File: src/rtl/player_switch.sv
// Turn arbiter for two-player TicTacToe: flips curPlayer once per accepted select rising edge.
// Optional macro PLAYER_SWITCH_SYNC_EN adds a 2-flop synchronizer on select (3-cycle press-to-toggle).
module player_switch #(
  parameter int   MAX_MOVES      = 9,
  parameter int   LOCKOUT_CYCLES = 2,
  parameter logic FIRST_PLAYER   = 1'b0
) (
  input  logic clk,
  input  logic reset,
  input  logic select,
  output logic curPlayer
);

  localparam int LOCK_W = (LOCKOUT_CYCLES < 2) ? 1 : $clog2(LOCKOUT_CYCLES + 1);
  localparam logic [LOCK_W-1:0] LOCK_LOAD = LOCK_W'(LOCKOUT_CYCLES);
  localparam logic [3:0]        MOVES_MAX = 4'(MAX_MOVES);

  logic              sel_s;
  logic              sel_q, sel_d;
  logic              cur_q, cur_d;
  logic [3:0]        moves_q, moves_d;
  logic [LOCK_W-1:0] lock_q, lock_d;
  logic              accept;
  logic              toggle;

  function automatic logic [LOCK_W-1:0] lock_dec(input logic [LOCK_W-1:0] v);
    return (v == '0) ? '0 : v - 1'b1;
  endfunction

  function automatic logic [3:0] moves_inc(input logic [3:0] v);
    return (v >= MOVES_MAX) ? MOVES_MAX : v + 4'd1;
  endfunction

`ifdef PLAYER_SWITCH_SYNC_EN
  logic sync1_q, sync1_d;
  logic sync2_q, sync2_d;

  always_comb begin
    sync1_d = select;
    sync2_d = sync1_q;
  end

  always_ff @(posedge clk) begin
    if (!reset) begin
      sync1_q <= 1'b0;
      sync2_q <= 1'b0;
    end else begin
      sync1_q <= sync1_d;
      sync2_q <= sync2_d;
    end
  end

  assign sel_s = sync2_q;
`else
  assign sel_s = select;
`endif

  // Edges seen during lockout or after the board fills are dropped, never queued.
  always_comb begin
    accept  = sel_s & ~sel_q;
    toggle  = accept && (lock_q == '0) && (moves_q < MOVES_MAX);
    sel_d   = sel_s;
    cur_d   = cur_q;
    moves_d = moves_q;
    lock_d  = lock_dec(lock_q);
    if (toggle) begin
      cur_d   = ~cur_q;
      moves_d = moves_inc(moves_q);
      lock_d  = LOCK_LOAD;
    end
  end

  always_ff @(posedge clk) begin
    if (!reset) begin
      sel_q   <= 1'b0;
      cur_q   <= FIRST_PLAYER;
      moves_q <= 4'd0;
      lock_q  <= '0;
    end else begin
      sel_q   <= sel_d;
      cur_q   <= cur_d;
      moves_q <= moves_d;
      lock_q  <= lock_d;
    end
  end

  assign curPlayer = cur_q;

endmodule

File: config.mk
export PLATFORM = sky130hd
export DESIGN_NAME = player_switch
export DESIGN_NICKNAME = d
export VERILOG_FILES = /design/src/rtl/player_switch.sv
export SDC_FILE = /design/constraint.sdc
export NUM_CORES = 1
export LEC_CHECK = 0
export CAP_MARGIN = 20
export CORE_UTILIZATION = 30
export DETAILED_ROUTE_END_ITERATION = 6
export PLACE_DENSITY_LB_ADDON = 0.1
export SETUP_SLACK_MARGIN = 0.05
export SLEW_MARGIN = 5
export SYNTH_ARGS = -nofsm -noshare
export SYNTH_HDL_FRONTEND = slang
export SYNTH_SLANG_ARGS = --single-unit
File: constraint.sdc
create_clock -name clk -period 1.8 [get_ports clk]
set_input_delay 0.45 -clock clk [delete_from_list [all_inputs] [get_ports clk]]
set_output_delay 0.45 -clock clk [all_outputs]
set_load 0.01 [all_outputs]
[Word-level counts from Yosys, hierarchy flattened]
Index checks and enable logic that the tools add are counted.
Storage, ports and cells
  bits in registers: 8
  bits in latches: 0
  bits in writable memories: 0
  ROM bits: 0
  input port bits: 3
  output and inout bits: 1
  word-level logic and storage cells: 20
  memories kept: 0
Cells by class
  add/subtract/negate cells: 2
  $mul: 0
  divide/modulo/power cells: 0
  $lt $le $gt $ge: 2
  eq/ne operators: 0
  shift-type cells: 0
  multiplexer cells: 3
  bitwise operators: 4
  reduce and logical (&&, ||, !) cells: 4
Operators by type and width (count)
  4-bit by 1-bit adder with 4-bit output, second input constant: 1
  4-bit >= comparator, second input constant: 1
  4-bit < comparator, second input constant: 1
  2-bit two-way mux: 2
  4-bit two-way mux: 1
  1-bit NOT: 3
  3-bit OR reduction: 1
  1-bit logical AND: 2
  2-bit logical NOT: 1
  2-bit by 1-bit subtractor with 2-bit output, second input constant: 1
  1-bit bitwise AND: 1

[Longest topological paths before layout]
Gate-level depths: netlist of the first run.
  depth after elaboration: 5
  mapped depth: 5
  mapped depth without buffers: 5

[Worst setup path before layout of the first run]
Ideal clock, no wire load.
  path kind: register -> register
  start point: register moves_q[0]
  end point: register moves_q[0]
  setup time: 119 ps
  arrival time: 1102 ps
  required time: 1681 ps
  path slack: 579 ps
  stages on the path, launching flop included: 6
  path buffers: 0
  clock period less this slack: 1221 ps
  path through: dfxtp_1 inv_1 ha_1 nand2b_1 a21boi_4 o221a_2
On the way
  word-level cells in the longest chain between the ends: 2
  elaborated cells on any way between the ends: 5
  classes of those cells: add/sub (1); order compare (2); mux (1); reduce/logical (1)
Ends and longest elaborated chain
  start, declared: line 21  | logic [3:0] moves_q, moves_d;
  start signal, assigned: line 82  | moves_q <= moves_d;
  4-bit by 1-bit adder with 4-bit output (tied with other cells): line 31  | return (v >= MOVES_MAX) ? MOVES_MAX : v + 4'd1;
  4-bit two-way mux / 1-bit logical AND (equally long branches): line 31, 61
Several ways; a longest one is shown, not always the timed one.
A chain may end at the register's enable or synchronous reset.

[Worst setup path after layout of the first run]
  start point: register cur_q, in the netlist curPlayer
  end point: output curPlayer
RTL lines
  start, declared: line 20  | logic cur_q, cur_d;
  start signal, assigned: line 81  | cur_q <= cur_d;
  end, declared: line 11  | output logic curPlayer
No word-level cell between the ends.

==> out/summary.md, run 1 <==
Type of destination of the critical path: an output port. Each instance of the synthesized netlist takes up on average 10.4 µm². The CTS sink count was 8; the placed cell area was 454 µm². The path class of the tightest hold or removal check is reg2reg.

The floorplan step set the die height to 38.3 µm. For the number of different library cells in the post-synthesis netlist, the log shows 21. The DRC marker count from the first detailed-route iteration was 2.

Setup slack closes at 0.217 ns. The starting density of the core came out at 0.338. The count of cells along the worst register-to-register path works out to 5. The detail route stage leaves a number of antenna-violating nets equal to 0. The logs give 671 µm for the total detailed-routing wirelength and 0.25 ns for the clock insertion delay at the later pin of the skew report.

The smallest clock period supported by the final layout is computed as 1.58 ns. For the worst clock skew, the log shows 0.00479 ns. Counting flops and latches in the post-synthesis netlist gives 8. The share of layout cells above drive strength 1 was 0.200; the worst slew margin relative to its limit was 0.811.

The cell with the biggest individual delay on the critical path was clkdlybuf4s50_1. Setup violations remaining at the end of the flow were counted as 0. The aggregate global-route resource usage came out at 0.137. At the end of routability-driven placement, the weighted congestion stood at 0.663. 4 I/O pins were placed. The count of cells along the worst hold path is 1.

The critical path class was reg2out. In the final design database the tool counted 53 nets. The tools report the number of warning messages in the yosys log as 0. The floorplan step set the die width to 38.3 µm.

From synthesis to final layout, the design area changed by 20.6%. The first global-routing pass estimated 1300 µm of wire. The number of global-route vias before repair was 299. For the total count of max-transition violations in the final report, the log shows 0. The beginning of the critical path was curPlayer. Across the run, the number of max-cap violations was 0. Setup repair after global routing left no endpoint under its margin. The via total after detailed routing is 284. Hold timing on the final database bottoms out at a slack of 0.467 ns. The run gives 0 as the count of inserted antenna diode cells.

The worst hold path terminates at lock_q[0]. Traced cell by cell, the critical path runs through clkdlybuf4s50_1. The largest net degree at the start of global routing is 7, and the power per unit of standard cell area is 816 mW/mm². OpenSTA, run right after detailed placement, puts the worst setup slack at -0.0137 ns. Summing every instance area after synthesis gives 395 µm².

Once the clock tree was built, the setup fixing pass inserted 0 buffers. At the pin with the least slew margin, the transition time is 0.282 ns. Counting the buffers created by CTS gives 3.

The run finished with clean final reports. The port buffer count is 3. The worst register-to-register path has a setup slack of 0.47 ns.

The worst-case IR drop observed on VDD is 0.330 mV. The tools report the maximum count of clock buffers along a single path as 2. The critical register-to-register path endpoint was moves_q[0]. In this run the clock root is driven by a clkbuf_4. Static timing analysis puts the maximum clock frequency at 0.632 GHz. The core footprint is 0.00117 mm².

The worst register-to-register path begins at moves_q[0]. The initialized floorplan defines 12 standard-cell rows. The count of buffering cells on the critical path with inverters included was 1.

For this run, design rule violations remaining after detail routing come to 0. The synthesized net count was 44; the post-layout utilization of the core was 0.407. Of all nets on the critical path, the largest fanout is 3. Using the TritonRoute via totals, the vias-per-cell ratio works out to 4.81. The logs give 0.00147 mm² for the full die area and 1.35 ns for the required time of the critical path.

The tools report the cell count after synthesis as 38. The post-CTS resize count is 0. The category of the worst setup path launch point is a flip-flop. The worst hold path begins at lock_q[0]. After clock tree synthesis, the clock-pin slew on the worst setup and hold paths is 0.05 ns. The design draws 0.389 mW. The sequential area share after synthesis is 0.405, and the number of antenna violations at the first check in global routing is 0.

Once layout is done, the placed cells without fillers occupy 477 µm². The largest incremental delay on the critical path came out at 0.54 ns. Total congestion overflow: 0.

Cell family with the largest share of critical-path delay: buffers and inverters. Dividing the detail-routed wire length by the instance count gives 11.4 µm. Count of H-tree levels built during CTS: 1. After legalization and detailed placement, the total HPWL measured 522 µm. After clock tree synthesis, the flow added hold-fix buffers numbering 0.

The number of hold violations in the final report is 0. At the worst endpoint, the arrival time is 1.13 ns. Ratio of final minimum period to clock period: 0.880. The tools report the first-pass detailed-route iteration total as 2.

Summed over all cells, the static leakage comes to 0.192 nW. TritonCTS built the clock tree.
==> flip-flops by register name, summed over array words and instances (netlist names) <==
signal     cells
lock_q         2
sel_q          1
curPlayer      1
moves_q        4
==> per-layer routing <==
layer / vias to the layer above / wire, µm / GRT usage / share of wire
met5: - / 0 / 0 / 0
met4: 0 / 7 / 0.107 / 0.010
met3: 2 / 24 / 0.0349 / 0.036
met2: 5 / 356 / 0.216 / 0.53
met1: 129 / 283 / 0.156 / 0.42
li1: 148 / - / - / -
==> Yosys cell counts, drive strengths merged <==
master / number / area, µm²
a32o: 1 / 10.0
o22ai: 1 / 6.26
nand2b: 3 / 18.8
and2: 2 / 13.8
nor2b: 1 / 6.26
o221a: 1 / 11.3
clkbuf: 1 / 3.75
dfxtp: 8 / 160
nand3b: 2 / 15.0
nand3: 1 / 5.00
a41oi: 1 / 8.76
a21boi: 1 / 18.8
mux2i: 1 / 10.0
nand2: 4 / 15.0
nor2: 1 / 3.75
a21oi: 1 / 5.00
inv: 2 / 7.51
o21a: 2 / 15.0
ha: 3 / 37.5
nor4b: 1 / 23.8
==> stage by stage <==
stage / cells / TNS, ns
final: 59 / 0
after global routing: 59 / 0
after CTS: 59 / 0
after detailed placement: 56 / -0.0137
after global placement: 56 / 0
after floorplan: 38 / 0
==> cell families (layout without fill, tap and decap cells) <==
group,Yosys count,after routing,share of synthesized area
flops,8,8,0.405
buf+inv,3,10,0.0285
mux,1,1,0.0253
simple gates,15,15,0.256
compound gates,8,8,0.190
fa+ha+maj,3,3,0.0949
==> cell usage in the layout, fill, tap and decap left out, drive strengths merged <==
master	count
a41oi	1
inv	2
mux2i	1
o21a	2
clkbuf	3
nor2b	1
nand2b	3
nor2	1
nor4b	1
a21boi	1
ha	3
nand2	4
nand3	1
a32o	1
a21oi	1
and2	2
dfxtp	8
nand3b	2
o221a	1
clkdlybuf4s50	3
o22ai	1
buf	2
==> worst max path at each step <==
stage / end / slack, ns / cells past startpoint
after floorplan: moves_q[0] / 0.58 / 5
after global placement: moves_q[0] / 0.02 / 4
after detailed placement: curPlayer / -0.01 / 4
after CTS: curPlayer / 0.19 / 1
after global routing: curPlayer / 0.17 / 4
final: curPlayer / 0.22 / 1
==> cell type report <==
type	count	area, µm²
Inverter	2	7.51
Fill cell	124	694
Tap cell	14	17.5
Clock buffer	3	22.5
Sequential cell	8	160
Timing Repair Buffer	5	45.0
Multi-Input combinational cell	27	224
==> power by group <==
| part | switching, mW | internal [mW] | total, mW | leakage [nW] |
|---|---|---|---|---|
| registers | 0.0103 | 0.187 | 0.197 | 0.0655 |
| logic | 0.0255 | 0.0328 | 0.0584 | 0.112 |
| clock network | 0.0571 | 0.0760 | 0.133 | 0.0138 |
| total | 0.0930 | 0.296 | 0.389 | 0.192 |
Power figures use the tool's default switching activity.
==> inputs of run 2 (changes only) <==
--- a/config.mk
+++ b/config.mk
@@ -7,4 +7,6 @@
 export LEC_CHECK = 0
 export CAP_MARGIN = 20
+export CELL_PAD_IN_SITES_DETAIL_PLACEMENT = 0
+export CELL_PAD_IN_SITES_GLOBAL_PLACEMENT = 2
 export CORE_UTILIZATION = 30
 export DETAILED_ROUTE_END_ITERATION = 6
==> constraint.sdc (replaced) <==
create_clock -name clk -period 1.8 [get_ports clk]
set_input_delay 0.36 -clock clk [delete_from_list [all_inputs] [get_ports clk]]
set_output_delay 0.36 -clock clk [all_outputs]
set_load 0.01 [all_outputs]
==> run 2 against run 1 <==
Sequential share of layout area up 0.54 points. Combinational power down 5.5%. Wire length down 1.6%. Critical path depth unchanged. Clock-buffer cell count unchanged. Clock skew down 0.0034 ns. Sequential power about the same. Worst setup slack better by 0.10 ns. Flip-flop and latch count unchanged. Largest cell class unchanged. Highest routed layer unchanged.
==> out/summary.md, run 2 (synthesized netlist as in run 1, its figures left out) <==
The run finished with clean final reports. The type of destination of the critical path is an output port. Power spread over the standard cell area amounts to 822 mW/mm².

The maximum fanout along the worst path is 3. The logs give 0.187 nW for the static leakage power and 0 for the final number of setup-violating endpoints. The count of buffering cells on the critical path with inverters included is 1. The switching part of the total is 0.238.

The logs give 0 for the total congestion overflow and 52 for the final layout net count. The number of global-route vias before repair was 299; the total internal power was 0.294 mW. Post-CTS resize count: 0. The die is 38.3 µm wide. The logs give 0.130 for the aggregate global-route resource usage and 58 for the count of placed standard cells in the final layout, fillers left out. The clock insertion delay at the later pin of the skew report is 0.25 ns.

The cell family with the largest share of critical-path delay is buffers and inverters. After detailed routing, the met3 layer carries 27 µm of wire. The logs give 0.338 for the starting density of the core and 660 µm for the total detailed-routing wirelength.

After detailed routing, the number of remaining DRC violations is 0. The tools report the number of antenna violations at the first check in global routing as 0. The logs give 8 for the CTS sink count and 0 for the number of hold violations in the final report. For the total count of max-transition violations in the final report, the log shows 0.

The critical path class is reg2out. The finished cells cover 469 µm². The hold-fix buffer count after cts is 0. Class of the tightest hold or removal check: reg2reg. The routed length per instance is 11.4 µm, and the number of instances in the placed design is 55.

The post-CTS setup repair buffer count was 0; the maximum frequency from static timing analysis was 0.674 GHz. At the pin with the least slew margin, the transition time is 0.337 ns. In this run the top signal layer used is met4. Fill cells in the final layout number 124.

STA classifies the critical path startpoint as a flip-flop. 0 antenna diodes ended up in the layout. The tools report the logic gate share of total power as 0.143. The logs give 0.00117 mm² for the core footprint and 0.709 for the global placement routability congestion. Adding up every negative setup slack in the final design gives 0 ns.

At the worst endpoint, the required time is 1.44 ns. Row generation in the floorplan step produced 12 rows. The largest incremental delay on the critical path was 0.54 ns; the layout overhead on the synthesized area was 18.7%. The tools report the part of the total power dissipated in the clock network as 0.345. Buffers placed on the I/O ports in this run total 3.

The global-route wire length before repair is 1260 µm. Clock skew on the completed layout was measured at 0.00143 ns. The data arrival time of the critical path came out at 1.12 ns. In this run the deepest clock path goes through 2 buffers. For this design the total switching power over the nets is 0.0918 mW. The share of layout cells above drive strength 1 was 0.182; the per-cell via count in the routed design was 5.00. Leaving out fill and tap cells, the most frequent cell in the layout is dfxtp_1. For this design the top-level I/O count stands at 4.

IR analysis of the VDD net gives a maximum drop of 0.410 mV. The run gives 517 µm as the placed wire-length estimate after detailed placement. The placed cell area was 447 µm²; the number of buffers inserted during clock tree synthesis was 3. The largest registers in the layout are moves_q (4), lock_q (2). Measured along the y axis, the die boundary spans 38.3 µm. Entering global routing, the biggest net connects 9 pins. Across the run, the number of max-cap violations was 0. The first detailed-routing pass ran for 2 iterations. The clock-pin slew on the worst setup and hold paths is 0.05 ns. Sequential power share: 0.512. Register with the highest flop count: moves_q. Setup repair after global routing left no endpoint under its margin. After the first detailed-routing iteration, the DRC count stood at 2. Clock period minus worst slack: 1.48 ns. The die covers 0.00147 mm². Detailed routing inserted a total of 290 vias. In the layout the commonest cells are dfxtp_1 (8), nand2_1 (4). The count of H-tree levels built during CTS was 1. The cell with the biggest individual delay on the critical path was clkdlybuf4s50_1.

In this run the remaining antenna-violating nets after routing total 0. In the final routing, the length of wire on met1 measures 292 µm. Walking the worst path, the cells encountered are clkdlybuf4s50_1.

Detailed routing placed a total of 324 µm of wire on met2. The ratio of final minimum period to clock period is 0.824, and the number of flip-flops in the largest register is 4. TritonCTS built the clock tree.

The run gives 0.774 as the worst slew margin relative to its limit. The buffer cell driving the clock tree root was clkbuf_4.
-- run 2: cell count changes in the layout (fill, tap and decap cells not counted), sizes merged --
cell and change:
buf -1
-- run 2: worst min-delay path, stage by stage (launching register included) --
cell and delay [ns]:
dfxtp_1 0.31, nand2_1 0.05, mux2i_1 0.05
-- run 2: cell type report --
| cell class | count | area, µm² | share of cell area |
|---|---|---|---|
| Tap cell | 14 | 17.5 | 0.0373 |
| Inverter | 2 | 7.51 | 0.0160 |
| Multi-Input combinational cell | 27 | 224 | 0.477 |
| Sequential cell | 8 | 160 | 0.341 |
| Timing Repair Buffer | 4 | 37.5 | 0.0800 |
| Clock buffer | 3 | 22.5 | 0.0480 |
-- run 2: final timing paths --
kind | start | slack (ns) | to | cells past startpoint
worst max-delay path | curPlayer | 0.32 | curPlayer | 1
worst min-delay path | curPlayer | 0.47 | curPlayer | 2
worst max register to register | moves_q[0] | 0.47 | moves_q[0] | 5
worst min register to register | curPlayer | 0.47 | curPlayer | 2
-- run 2: power by group through the flow --
stage,combinational [mW],sequential [mW],clock [mW]
after global placement,0.0551,0.201,0
after CTS,0.0559,0.198,0.139
final,0.0552,0.197,0.133
after global routing,0.0630,0.199,0.153
after floorplan,0.0372,0.200,0
after detailed placement,0.0557,0.201,0
-- run 2: metal layers --
layer	up-vias	track usage
met5	-	0
met4	0	0.0536
met3	2	0.0523
met2	5	0.212
met1	135	0.147
li1	148	-
-- run 2: through the flow --
step                      worst slack, ns  power [mW]  hold WS, ns  utilization
final                               0.317       0.385        0.469        0.401
after global placement             0.0680       0.256        0.453        0.381
after floorplan                     0.579       0.237        0.439            -
after detailed placement           0.0684       0.257        0.463        0.381
after global routing                0.232       0.416        0.510        0.401
after CTS                           0.301       0.392        0.475        0.401
==> inputs of run 3 (changes only) <==
clock period = 1.4 ns   (was 1.8 ns; I/O delays follow)
==> run 3 against run 2 <==
Flip-flop and latch count stayed put. Cell area rose by 6.1%. First-iteration DRC count increased to 6.0 times the previous value. Via count up 5.9%. Clock-buffer cell count is the same. Non-clock buffer count increased by 4. Total power grew 34%. Cell count is 6.9% higher. Critical path type is now reg2reg. Largest cell class unchanged. Largest power group unchanged.
==> out/summary.md, run 3 (synthesized netlist as in run 1, its figures left out) <==
In this design, the largest share of critical-path delay is due to flip-flops. The horizontal die dimension was 38.3 µm. From synthesis to final layout, the design area changed by 25.9%.

The analysis attributes to cell leakage a power of 0.212 nW. Across the routed clock network, the largest skew measured is 0.00121 ns. The placed wire-length estimate after detailed placement was 551 µm. Traced cell by cell, the critical path runs through nor4b_4 -> a21boi_4 -> mux2i_1. For this run, the top clock speed supported by timing is 0.808 GHz. For the worst slew margin relative to its limit, the log shows 0.788.

In the final layout, the registers with the most flip-flops are moves_q (4), lock_q (2). Max-capacitance violation count: 0. Maximum fanout along the worst path: 5.

The category of the worst setup path launch point was a flip-flop. The final layout net count came out at 56. The number of global-route vias before repair was 308; the core footprint was 0.00117 mm². Together, buffers and inverters on the worst path number 0. The routed length per instance is 12.1 µm. After layout, the worst setup slack is 0.163 ns. The maximum count of clock buffers along a single path is 2. The largest individual stage delay along the critical path comes from the cell dfxtp_1. For this design the top-level I/O count stands at 4. The part of the total power dissipated in the clock network came out at 0.354. The starting density of the core is 0.338, and the clock period minus worst slack is 1.24 ns. The run gives 0.485 as the sequential power share. The port buffer count works out to 3. TritonCTS built the clock tree. The logic gate share of total power is 0.161, and the count of cells along the worst hold path is 2. The switching power was 0.132 mW; the largest net degree at the start of global routing was 10. After clock tree synthesis, the clock-pin slew on the worst setup and hold paths is 0.06 ns. After the first detailed-routing iteration, the DRC count stood at 12. The total count of max-transition violations in the final report is 0. The startpoint of the worst register-to-register path is lock_q[0]. Leaving out fill and tap cells, the most frequent cell in the layout is dfxtp_1. The largest single stage delay on the critical path is 0.34 ns.

The critical path class was reg2reg. The required time of the critical path came out at 1.59 ns. The flow ran to the end, and the final reports show no timing, DRC or antenna violations. The first TritonRoute pass finished after 4 iterations.

The number of logic stages on the critical path including buffering is 3, and the power per unit of standard cell area is 1040 mW/mm². The number of clock buffers added by TritonCTS is 3. The hold-fix buffer count after cts is 0.

The tools report the type of destination of the critical path as a flip-flop. The count of H-tree levels built during CTS was 1. In this run the vertical extent of the chip is 38.3 µm. The switching part of the total is 0.256, and the count of unresolved DRC violations after routing is 0.

More flip-flops sit in one register than any other, and that register is moves_q. The share of layout cells above drive strength 1 is 0.271. The logs give -0.228 ns for the post-place setup slack and 0.712 for the global placement routability congestion. The final number of setup-violating endpoints was 0; the data arrival time of the critical path was 1.43 ns. The total internal power is 0.385 mW. Aggregate global-route resource usage: 0.136. The tools report the full die area as 0.00147 mm². The number of standard-cell rows in the floorplan came out at 12. The tools report the CTS sink count as 8. The count of cells along the worst register-to-register path came out at 3. Leaving out fill and tap cells, the most frequent cells in the layout are dfxtp_1 (7), buf_4 (5), nand2_1 (4). For the worst supply voltage drop on vdd, the log shows 0.414 mV.

Wires add up to 750 µm. The logs give 0 for the remaining antenna violation count after routing and 0 for the number of antenna violations at the first check in global routing. The total congestion overflow was 0; the transition time at the pin with the least slew margin was 0.316 ns.

Setup repair after global routing left no endpoint under its margin. The count of inserted antenna diode cells was 0; the clock insertion delay at the later pin of the skew report was 0.26 ns. CTS placed an instance of clkbuf_4 at the clock tree root. The number of flip-flops in the largest register came out at 4. In this run the worst setup path begins at lock_q[0]. The ratio of final minimum period to clock period works out to 0.884.

The worst hold path begins at select. The worst hold path belongs to the class in2reg. The first global-routing pass estimated 1240 µm of wire. Adding up every negative setup slack in the final design gives 0 ns. The number of hold violations in the final report is 0. Per-cell via count in the routed design: 4.95. Via total after detailed routing: 307.
## run 3: per-layer routing
layer / part of all wire / GRT usage / up-vias
met5: 0 / 0 / -
met1: 0.47 / 0.141 / 142
li1: - / - / 156
met2: 0.49 / 0.216 / 9
met3: 0.040 / 0.0523 / 0
met4: 0 / 0.107 / 0
## run 3: layout make-up
| class | instances | area (µm²) |
|---|---|---|
| fillers | 123 | 673 |
| well taps | 14 | 17.5 |
| multi-input cells | 27 | 224 |
| inverters | 2 | 7.51 |
| repair buffers | 8 | 65.1 |
| clock buffers | 3 | 22.5 |
| flip-flops and latches | 8 | 161 |
## run 3: metrics by stage
stage	util	total power, mW	cell area [µm²]	hold WS, ns	instances
detailed placement	0.401	0.340	469	0.472	58
global placement	0.401	0.338	469	0.450	58
CTS	0.418	0.521	489	0.386	61
global route	0.425	0.537	498	0.420	62
floorplan	-	0.305	395	0.402	38
finish	0.425	0.518	498	0.391	62
## run 3: power groups by stage
stage	Combinational, mW	Clock (mW)	Sequential (mW)
after floorplan	0.0479	0	0.257
after global placement	0.0838	0	0.255
after detailed placement	0.0836	0	0.256
after CTS	0.0810	0.189	0.251
after global routing	0.0933	0.191	0.253
final	0.0835	0.183	0.251
## run 3: path summary, 6_finish.rpt
check	endpoint	slack (ns)
setup / recovery	curPlayer	0.16
hold reg to reg	curPlayer	0.48
hold / removal	sel_q	0.39
setup reg to reg	curPlayer	0.16
## run 3: worst register-to-register path: cells and delay by family, from the launching register on
family	cells	cell delay (ns)
flops	1	0.34
simple gates	1	0.34
compound gates	1	0.30
mux	1	0.20
## run 3: what timing repair did
action	CTS	global route
buffers inserted	0	1
endpoints found under the setup margin	3	2
pin swaps	0	1
gates resized for setup	2	1
